$ cat src/rtl/aes_pkg.sv
// Shared AES definitions: byte/state types, GF(2^8) xtime, column count and
// the (column,row) -> byte-lane index helper used by the round stages.
package aes_pkg;

  localparam int unsigned AES_NB      = 4;
  localparam int unsigned AES_BYTE_W  = 8;
  localparam int unsigned AES_COL_W   = 32;
  localparam int unsigned AES_STATE_W = 128;

  typedef logic [AES_BYTE_W-1:0]  aes_byte_t;
  typedef logic [AES_COL_W-1:0]   aes_col_t;
  // Byte i lives at bits [i*8 +: 8]; byte 0 is the leftmost byte of a literal.
  typedef logic [0:AES_STATE_W-1] aes_state_t;

  // Multiply by {02} in GF(2^8) with the AES reduction polynomial.
  function automatic aes_byte_t xtime(input aes_byte_t b);
    return {b[6:0], 1'b0} ^ (b[7] ? 8'h1b : 8'h00);
  endfunction

  // Byte lane of FIPS-197 column col, row row.
  function automatic int unsigned aes_idx(input int unsigned col, input int unsigned row);
    return AES_NB * col + row;
  endfunction

endpackage

$ cat src/rtl/aes_mix_column.sv
// MixColumns on one 32-bit column (row 0 in bits [31:24]); purely combinational.
// Ports: col_in  - column after ShiftRows
//        col_out_c - mixed column
module aes_mix_column
  import aes_pkg::*;
(
  input  logic [AES_COL_W-1:0] col_in,
  output logic [AES_COL_W-1:0] col_out_c
);

  aes_byte_t a0, a1, a2, a3;
  aes_byte_t x0, x1, x2, x3;

  assign a0 = col_in[31:24];
  assign a1 = col_in[23:16];
  assign a2 = col_in[15:8];
  assign a3 = col_in[7:0];

  assign x0 = xtime(a0);
  assign x1 = xtime(a1);
  assign x2 = xtime(a2);
  assign x3 = xtime(a3);

  // Rows of the circulant {02 03 01 01}; {03}*a = xtime(a) ^ a.
  assign col_out_c[31:24] = x0 ^ (x1 ^ a1) ^ a2 ^ a3;
  assign col_out_c[23:16] = a0 ^ x1 ^ (x2 ^ a2) ^ a3;
  assign col_out_c[15:8]  = a0 ^ a1 ^ x2 ^ (x3 ^ a3);
  assign col_out_c[7:0]   = (x0 ^ a0) ^ a1 ^ a2 ^ x3;

endmodule

$ cat src/rtl/aes_mix_round_stage.sv
// Registered AES round back-end: out = AddRoundKey(MixColumns(ShiftRows(in))),
// with MixColumns bypassed when in_last is set. Valid/ready on both sides.
// Optional macro AES_MIX_SKID_EN adds a 1-entry skid after the output register
// so in_ready is registered; without it in_ready = !out_valid || out_ready.
// Ports: clk, rst_n (sync, active-low)
//        in_valid/in_ready/in_data/in_key/in_last - SubBytes-side beat
//        out_valid/out_ready/out_data             - round result
module aes_mix_round_stage
  import aes_pkg::*;
(
  input  logic                   clk,
  input  logic                   rst_n,
  input  logic                   in_valid,
  output logic                   in_ready,
  input  logic [0:AES_STATE_W-1] in_data,
  input  logic [0:AES_STATE_W-1] in_key,
  input  logic                   in_last,
  output logic                   out_valid,
  input  logic                   out_ready,
  output logic [0:AES_STATE_W-1] out_data
);

  aes_state_t sr_c;
  aes_state_t mc_c;
  aes_state_t result_c;
  logic       in_fire;

  // ShiftRows: out (c,r) takes in ((c+r) mod 4, r).
  for (genvar c = 0; c < AES_NB; c++) begin : g_sr_col
    for (genvar r = 0; r < AES_NB; r++) begin : g_sr_row
      assign sr_c[aes_idx(c, r)*AES_BYTE_W +: AES_BYTE_W] =
        in_data[aes_idx((c + r) % AES_NB, r)*AES_BYTE_W +: AES_BYTE_W];
    end
  end

  // MixColumns, one instance per column.
  for (genvar c = 0; c < AES_NB; c++) begin : g_mix
    aes_mix_column u_mix (
      .col_in    (sr_c[c*AES_COL_W +: AES_COL_W]),
      .col_out_c (mc_c[c*AES_COL_W +: AES_COL_W])
    );
  end

  assign result_c = (in_last ? sr_c : mc_c) ^ in_key;

`ifdef AES_MIX_SKID_EN
  logic       skid_valid;
  aes_state_t skid_data;
  logic       out_free;

  // skid_valid is a flop, so in_ready carries no path from out_ready.
  assign in_ready = !skid_valid;
  assign in_fire  = in_valid && in_ready;
  assign out_free = !out_valid || out_ready;

  // Output register refills from the skid first, then from the input.
  always_ff @(posedge clk) begin
    if (!rst_n) begin
      out_valid  <= 1'b0;
      out_data   <= '0;
      skid_valid <= 1'b0;
      skid_data  <= '0;
    end else if (out_free) begin
      if (skid_valid) begin
        out_valid  <= 1'b1;
        out_data   <= skid_data;
        skid_valid <= 1'b0;
      end else if (in_fire) begin
        out_valid <= 1'b1;
        out_data  <= result_c;
      end else begin
        out_valid <= 1'b0;
      end
    end else if (in_fire) begin
      skid_valid <= 1'b1;
      skid_data  <= result_c;
    end
  end
`else
  assign in_ready = !out_valid || out_ready;
  assign in_fire  = in_valid && in_ready;

  // Single output register; a push may coincide with a pop.
  always_ff @(posedge clk) begin
    if (!rst_n) begin
      out_valid <= 1'b0;
      out_data  <= '0;
    end else if (in_fire) begin
      out_valid <= 1'b1;
      out_data  <= result_c;
    end else if (out_ready) begin
      out_valid <= 1'b0;
    end
  end
`endif

endmodule

$ cat config.mk
export PLATFORM = sky130hd
export DESIGN_NAME = aes_mix_round_stage
export DESIGN_NICKNAME = d
export VERILOG_FILES = /design/src/rtl/aes_pkg.sv /design/src/rtl/aes_mix_column.sv /design/src/rtl/aes_mix_round_stage.sv
export SDC_FILE = /design/constraint.sdc
export NUM_CORES = 1
export LEC_CHECK = 0
export BUFFER_PORTS_ARGS = -buffer_cell sky130_fd_sc_hd__buf_2
export CAP_MARGIN = 10
export CORE_MARGIN = 2
export CORE_UTILIZATION = 48
export DETAILED_ROUTE_END_ITERATION = 6
export PLACE_DENSITY = 0.85
export SLEW_MARGIN = 20
export SYNTH_ARGS = -nofsm -noshare
export SYNTH_HDL_FRONTEND = slang
export SYNTH_SLANG_ARGS = --single-unit
$ cat constraint.sdc
create_clock -name clk -period 1.65 [get_ports clk]
set_input_delay 0.165 -clock clk [delete_from_list [all_inputs] [get_ports clk]]
set_output_delay 0.165 -clock clk [all_outputs]
set_load 0.005 [all_outputs]
* Word-level counts from Yosys, hierarchy flattened *
Cells that the tools add are included.

operators by class
  bitwise operators = 81
  reductions and logical operators = 4
  muxes and demuxes = 19

operator list
  cell                 count
  bitwise XOR 8 bit    80
  two-way mux 128 bit  1
  bitwise XOR 128 bit  1
  two-way mux 5 bit    16
  two-way mux 1 bit    2
  nonzero test 2 bit   1
  logical AND 1 bit    1
  logical NOT 1 bit    1
  logical OR 1 bit     1

storage, ports and cells
  register bits = 129

* Depth between registers and ports, before layout *
  depth in word-level cells = 8
  depth in mapped cells = 8

* Hierarchy *
From an unflattened synthesis, not the netlist that was laid out.

second synthesis, totals
  cell total of the unflattened synthesis = 876
  area total of the unflattened synthesis = 11760.0 µm²

by module, submodules not included
  module               cells an instance  sequential area each (µm²)  instances  area an instance (µm²)
  aes_mix_round_stage  560                2582.5                      1          6530.0
  aes_mix_column       79                 0.0                         4          1307.5

* Worst setup path before layout *
Ideal clock, no wire load.

  kind = input -> register
  start point = input port in_data[64] in the netlist's numbering
  end point = register out_data[68] in the netlist's numbering
  arrival time = 1505 ps
  stages on the path = 6
  setup time = 132 ps
  required time = 1518 ps
  setup slack = 13 ps
  path through = buf_4 -> xor3_1 -> xnor3_1 -> o2111ai_1 -> o41a_1 -> a21oi_1

on the way
  longest elaborated chain between the ends = 7

ends and longest elaborated chain
  what                             RTL line                   RTL
  from (decl)                      aes_mix_round_stage.sv:15  input logic [0:AES_STATE_W-1] in_data,
  two-way mux 5 bit                aes_pkg.sv:17              return {b[6:0], 1'b0} ^ (b[7] ? 8'h1b : 8'h00);
  bitwise XOR 8 bit                aes_pkg.sv:17
  bitwise XOR 8 bit (3 in series)  aes_mix_column.sv:25       assign col_out_c[31:24] = x0 ^ (x1 ^ a1) ^ a2 ^ a3;
  two-way mux 128 bit              aes_mix_round_stage.sv:44  assign result_c = (in_last ? sr_c : mc_c) ^ in_key;
  bitwise XOR 128 bit              aes_mix_round_stage.sv:44
  to (signal assigned)             aes_mix_round_stage.sv:90  out_data <= result_c;
  to (decl)                        aes_mix_round_stage.sv:20  output logic [0:AES_STATE_W-1] out_data

No other way between the ends.
A chain may end at the register's enable or synchronous reset.

* Final worst setup path *
  start point = register out_valid
  end point = register out_data[126] in the netlist's numbering

on the way
  longest elaborated chain between the ends = 3

ends and longest elaborated chain
  what                    RTL line                   RTL
  from (decl)             aes_mix_round_stage.sv:18  output logic out_valid,
  from (signal assigned)  aes_mix_round_stage.sv:86  out_valid <= 1'b0;
  from (signal assigned)  aes_mix_round_stage.sv:89  out_valid <= 1'b1;
  from (signal assigned)  aes_mix_round_stage.sv:92  out_valid <= 1'b0;
  logical NOT 1 bit       aes_mix_round_stage.sv:80  assign in_ready = !out_valid || out_ready;
  logical OR 1 bit        aes_mix_round_stage.sv:80
  logical AND 1 bit       aes_mix_round_stage.sv:81  assign in_fire = in_valid && in_ready;

No other way between the ends.

==> flow_metrics.py <==
metrics = {
    "logic_synthesis": {
        "yosysTopAreaCell": "sky130_fd_sc_hd__dfxtp_1",
        "yosysUniqueCellTypes": 40,
        "synth_common_cells": "sky130_fd_sc_hd__xnor2_1, sky130_fd_sc_hd__o21ai_0, sky130_fd_sc_hd__nand2_1",
        "netlist_instances": 1327,
        "post-synth-top-area-fraction": 0.216,
        "yosysMostFrequentCell": "sky130_fd_sc_hd__xnor2_1",
        "syn-cell-area_um2": 12000,
        "ys.warnings.count": 0,
        "number_of_synthesized_flops_with_an_enable_pin": 0,
        "synth.area.top_cells": "sky130_fd_sc_hd__dfxtp_1, sky130_fd_sc_hd__xnor2_1, sky130_fd_sc_hd__xnor3_1",
        "synth.net_count": 1588,
        "synth-seq-area-share": 0.216,
        "async_flop_share": 0,
        "synth-main-ff-cell": "sky130_fd_sc_hd__dfxtp_1",
        "avgSynthCellArea_um2": 9.01,
        "synth.ff_latch_count": 129,
    },
    "worst_setup_path": {
        "setup.worst_path.end_class": "flop",
        "timing.critical_path.max_delay_family": "buffers and inverters",
        "critical_path_cell_count": 6,
        "crit_chain": "nand2b_4, nand2_4, buf_12, buf_4, nor4b_1, o31a_1",
        "critPathRequiredTime_ps": 1970,
        "top_fanout_value_on_the_critical_path": 39,
        "timing.reg2reg.worst_path_depth": 6,
        "timing.critical_path.from_type": "flop",
        "critical_path.slowest_cell": "sky130_fd_sc_hd__dfxtp_1",
        "worstPathArrival_ps": 1790,
        "critPathMaxStageDelay_ps": 370,
        "timing_worst_setup_path_type": "flop to flop",
        "crit_buf_inv": 2,
    },
    "pwr": {
        "power.density_nw_per_um2": 839,
        "vdd_ir_drop_max_v": 0.000612,
        "leakage_uw": 0.00696,
        "total_power_uw": 12900,
    },
    "timing": {
        "grt_setup_unrepaired": "false",
        "fin_crit_sh": 0.893,
        "fin_crit_ps": 1470,
        "hold_violations_final": 0,
        "timing_worst_slew_pin_value_ps": 503,
        "setup_viol_count_final": 0,
        "finalMaxSlewViolations": 0,
        "achievable-frequency_mhz": 679,
        "setup_tns_ps": 0,
        "timing.slew.headroom": 0.661,
        "skew_ps": 12.5,
    },
    "route": {
        "initialDrtViolationCount": 1095,
        "detail_route.wl_per_cell_um": 19.1,
        "dr_total_vias": 11600,
        "detail_route.vias_per_cell": 5.66,
        "finalWirelength_um": 39100,
        "drcViolationCount": 0,
        "drtPass1Iterations": 5,
        "route.antenna.remaining_nets": 0,
    },
    "layout": {
        "final_net_count": 1967,
        "post_route_cells_drive_above_1_share": 0.311,
        "design_area_um2": 15300,
        "layout_overhead_on_the_synthesized_area_pct": 28.2,
        "fin_cells": 2053,
    },
    "floorplanning": {
        "ios": 391,
        "core_area_um2": 24400,
        "chipHeight_um": 162,
        "die_width_um": 162,
        "row_count": 57,
        "starting_density": 0.490,
        "floorplan.die_area_um2": 26200,
    },
    "placed_design": {
        "placedInstanceArea_um2": 14700,
        "place_hpwl_um": 30100,
        "rd_place_congestion": 0.921,
        "numPlacedInstances": 2011,
        "io_buffer_count": 390,
    },
    "hold_path": {
        "min_path_type": "input port to flop",
        "whs_path_depth": 3,
    },
    "status": {
        "status": "completed",
    },
    "global_routing": {
        "grt_pass1_vias": 11400,
        "grt_pass1_wl_um": 60100,
        "antenna_found_initial": 10,
        "pin_count_of_the_biggest_net_entering_global_routing": 64,
        "grt-ovfl-total": 0,
        "global_route.usage.total": 0.289,
    },
    "job": {
        "max-cap-violations": 0,
    },
    "clock_tree": {
        "cts.reportedPaths.clkPinSlew_ps": 70,
        "cts_tree": "built",
        "clock_sinks": 129,
        "clock-root-buffer": "sky130_fd_sc_hd__clkbuf_16",
        "cts_buffers": 17,
        "max-clock-path-buffers": 2,
        "total_number_of_h_tree_levels": 4,
        "clkLatencyLatePin_ps": 430,
    },
}
-- layout by cell type, fill, tap and decap left out, drive strengths merged, types with 38 or more instances in the layout --
master / synthesis / routed
nand2: 132 / 132
xnor2: 285 / 285
nand3: 94 / 94
o21ai: 154 / 154
xor2: 38 / 38
a21oi: 68 / 68
buf: 38 / 489
o2111ai: 38 / 38
xnor3: 86 / 86
dfxtp: 129 / 129
nor3: 41 / 41
-- kinds of logic after synthesis --
logic type / Yosys count / synth area share
xor+xnor: 431 / 0.447
compound gates: 318 / 0.161
buf+inv: 133 / 0.0475
mux: 4 / 0.00335
simple gates: 312 / 0.125
flops: 129 / 0.216
-- stage by stage --
step	hold WS [ps]	setup slack, ps	util
after floorplan	294	13.0	-
after global placement	441	-165	0.603
after detailed placement	448	-197	0.603
after CTS	0.742	91.3	0.627
after global routing	27.1	60.8	0.628
final	16.4	176	0.628
-- metal layers --
metal	up-vias	part of all wire	wire length, µm	global-route usage
met5	-	0	0	0
met4	0	0.043	1700	0.154
met3	123	0.077	3020	0.0575
met2	597	0.49	19000	0.491
met1	5421	0.39	15400	0.347
li1	5469	-	-	-
-- state kept, by name, indices dropped and copies added, names as in the netlist --
signal	cells
out_valid	1
out_data	128
-- area by class of cell --
class | instances | area (µm²)
Tap cell | 324 | 405
Fill cell | 2027 | 9070
Timing Repair Buffer | 490 | 2890
Clock inverter | 15 | 159
Antenna cell | 10 | 25.0
Clock buffer | 17 | 425
Sequential cell | 129 | 2580
Inverter | 3 | 11.3
Multi-Input combinational cell | 1065 | 8820
-- worst register-to-register path: stages (launching register included) --
cell and delay (ps):
sky130_fd_sc_hd__dfxtp_1 370, sky130_fd_sc_hd__nand2b_4 90, sky130_fd_sc_hd__nand2_4 100, sky130_fd_sc_hd__buf_12 230, sky130_fd_sc_hd__buf_4 220, sky130_fd_sc_hd__nor4b_1 60, sky130_fd_sc_hd__o31a_1 290
-- worst paths after layout --
| path | from | end | slack, ps |
|---|---|---|---|
| max | out_valid | out_data[126] | 180 |
| min reg2reg | out_data[66] | out_data[66] | 450 |
| max reg2reg | out_valid | out_data[126] | 180 |
| min | in_key[121] | out_data[121] | 20 |
-- what timing repair did --
action                                  in CTS  in global routing
setup buffers                                0                  0
hold buffers                                 0                  0
resized for setup                            0                  1
endpoints found under the setup margin       0                  3
-- report_power, final --
part	leakage, µW	switching, µW	internal, µW
Sequential	0.00106	182	3450
Clock	0.000280	1710	2250
Combinational	0.00561	2470	2800
Power figures use the tool's default switching activity.
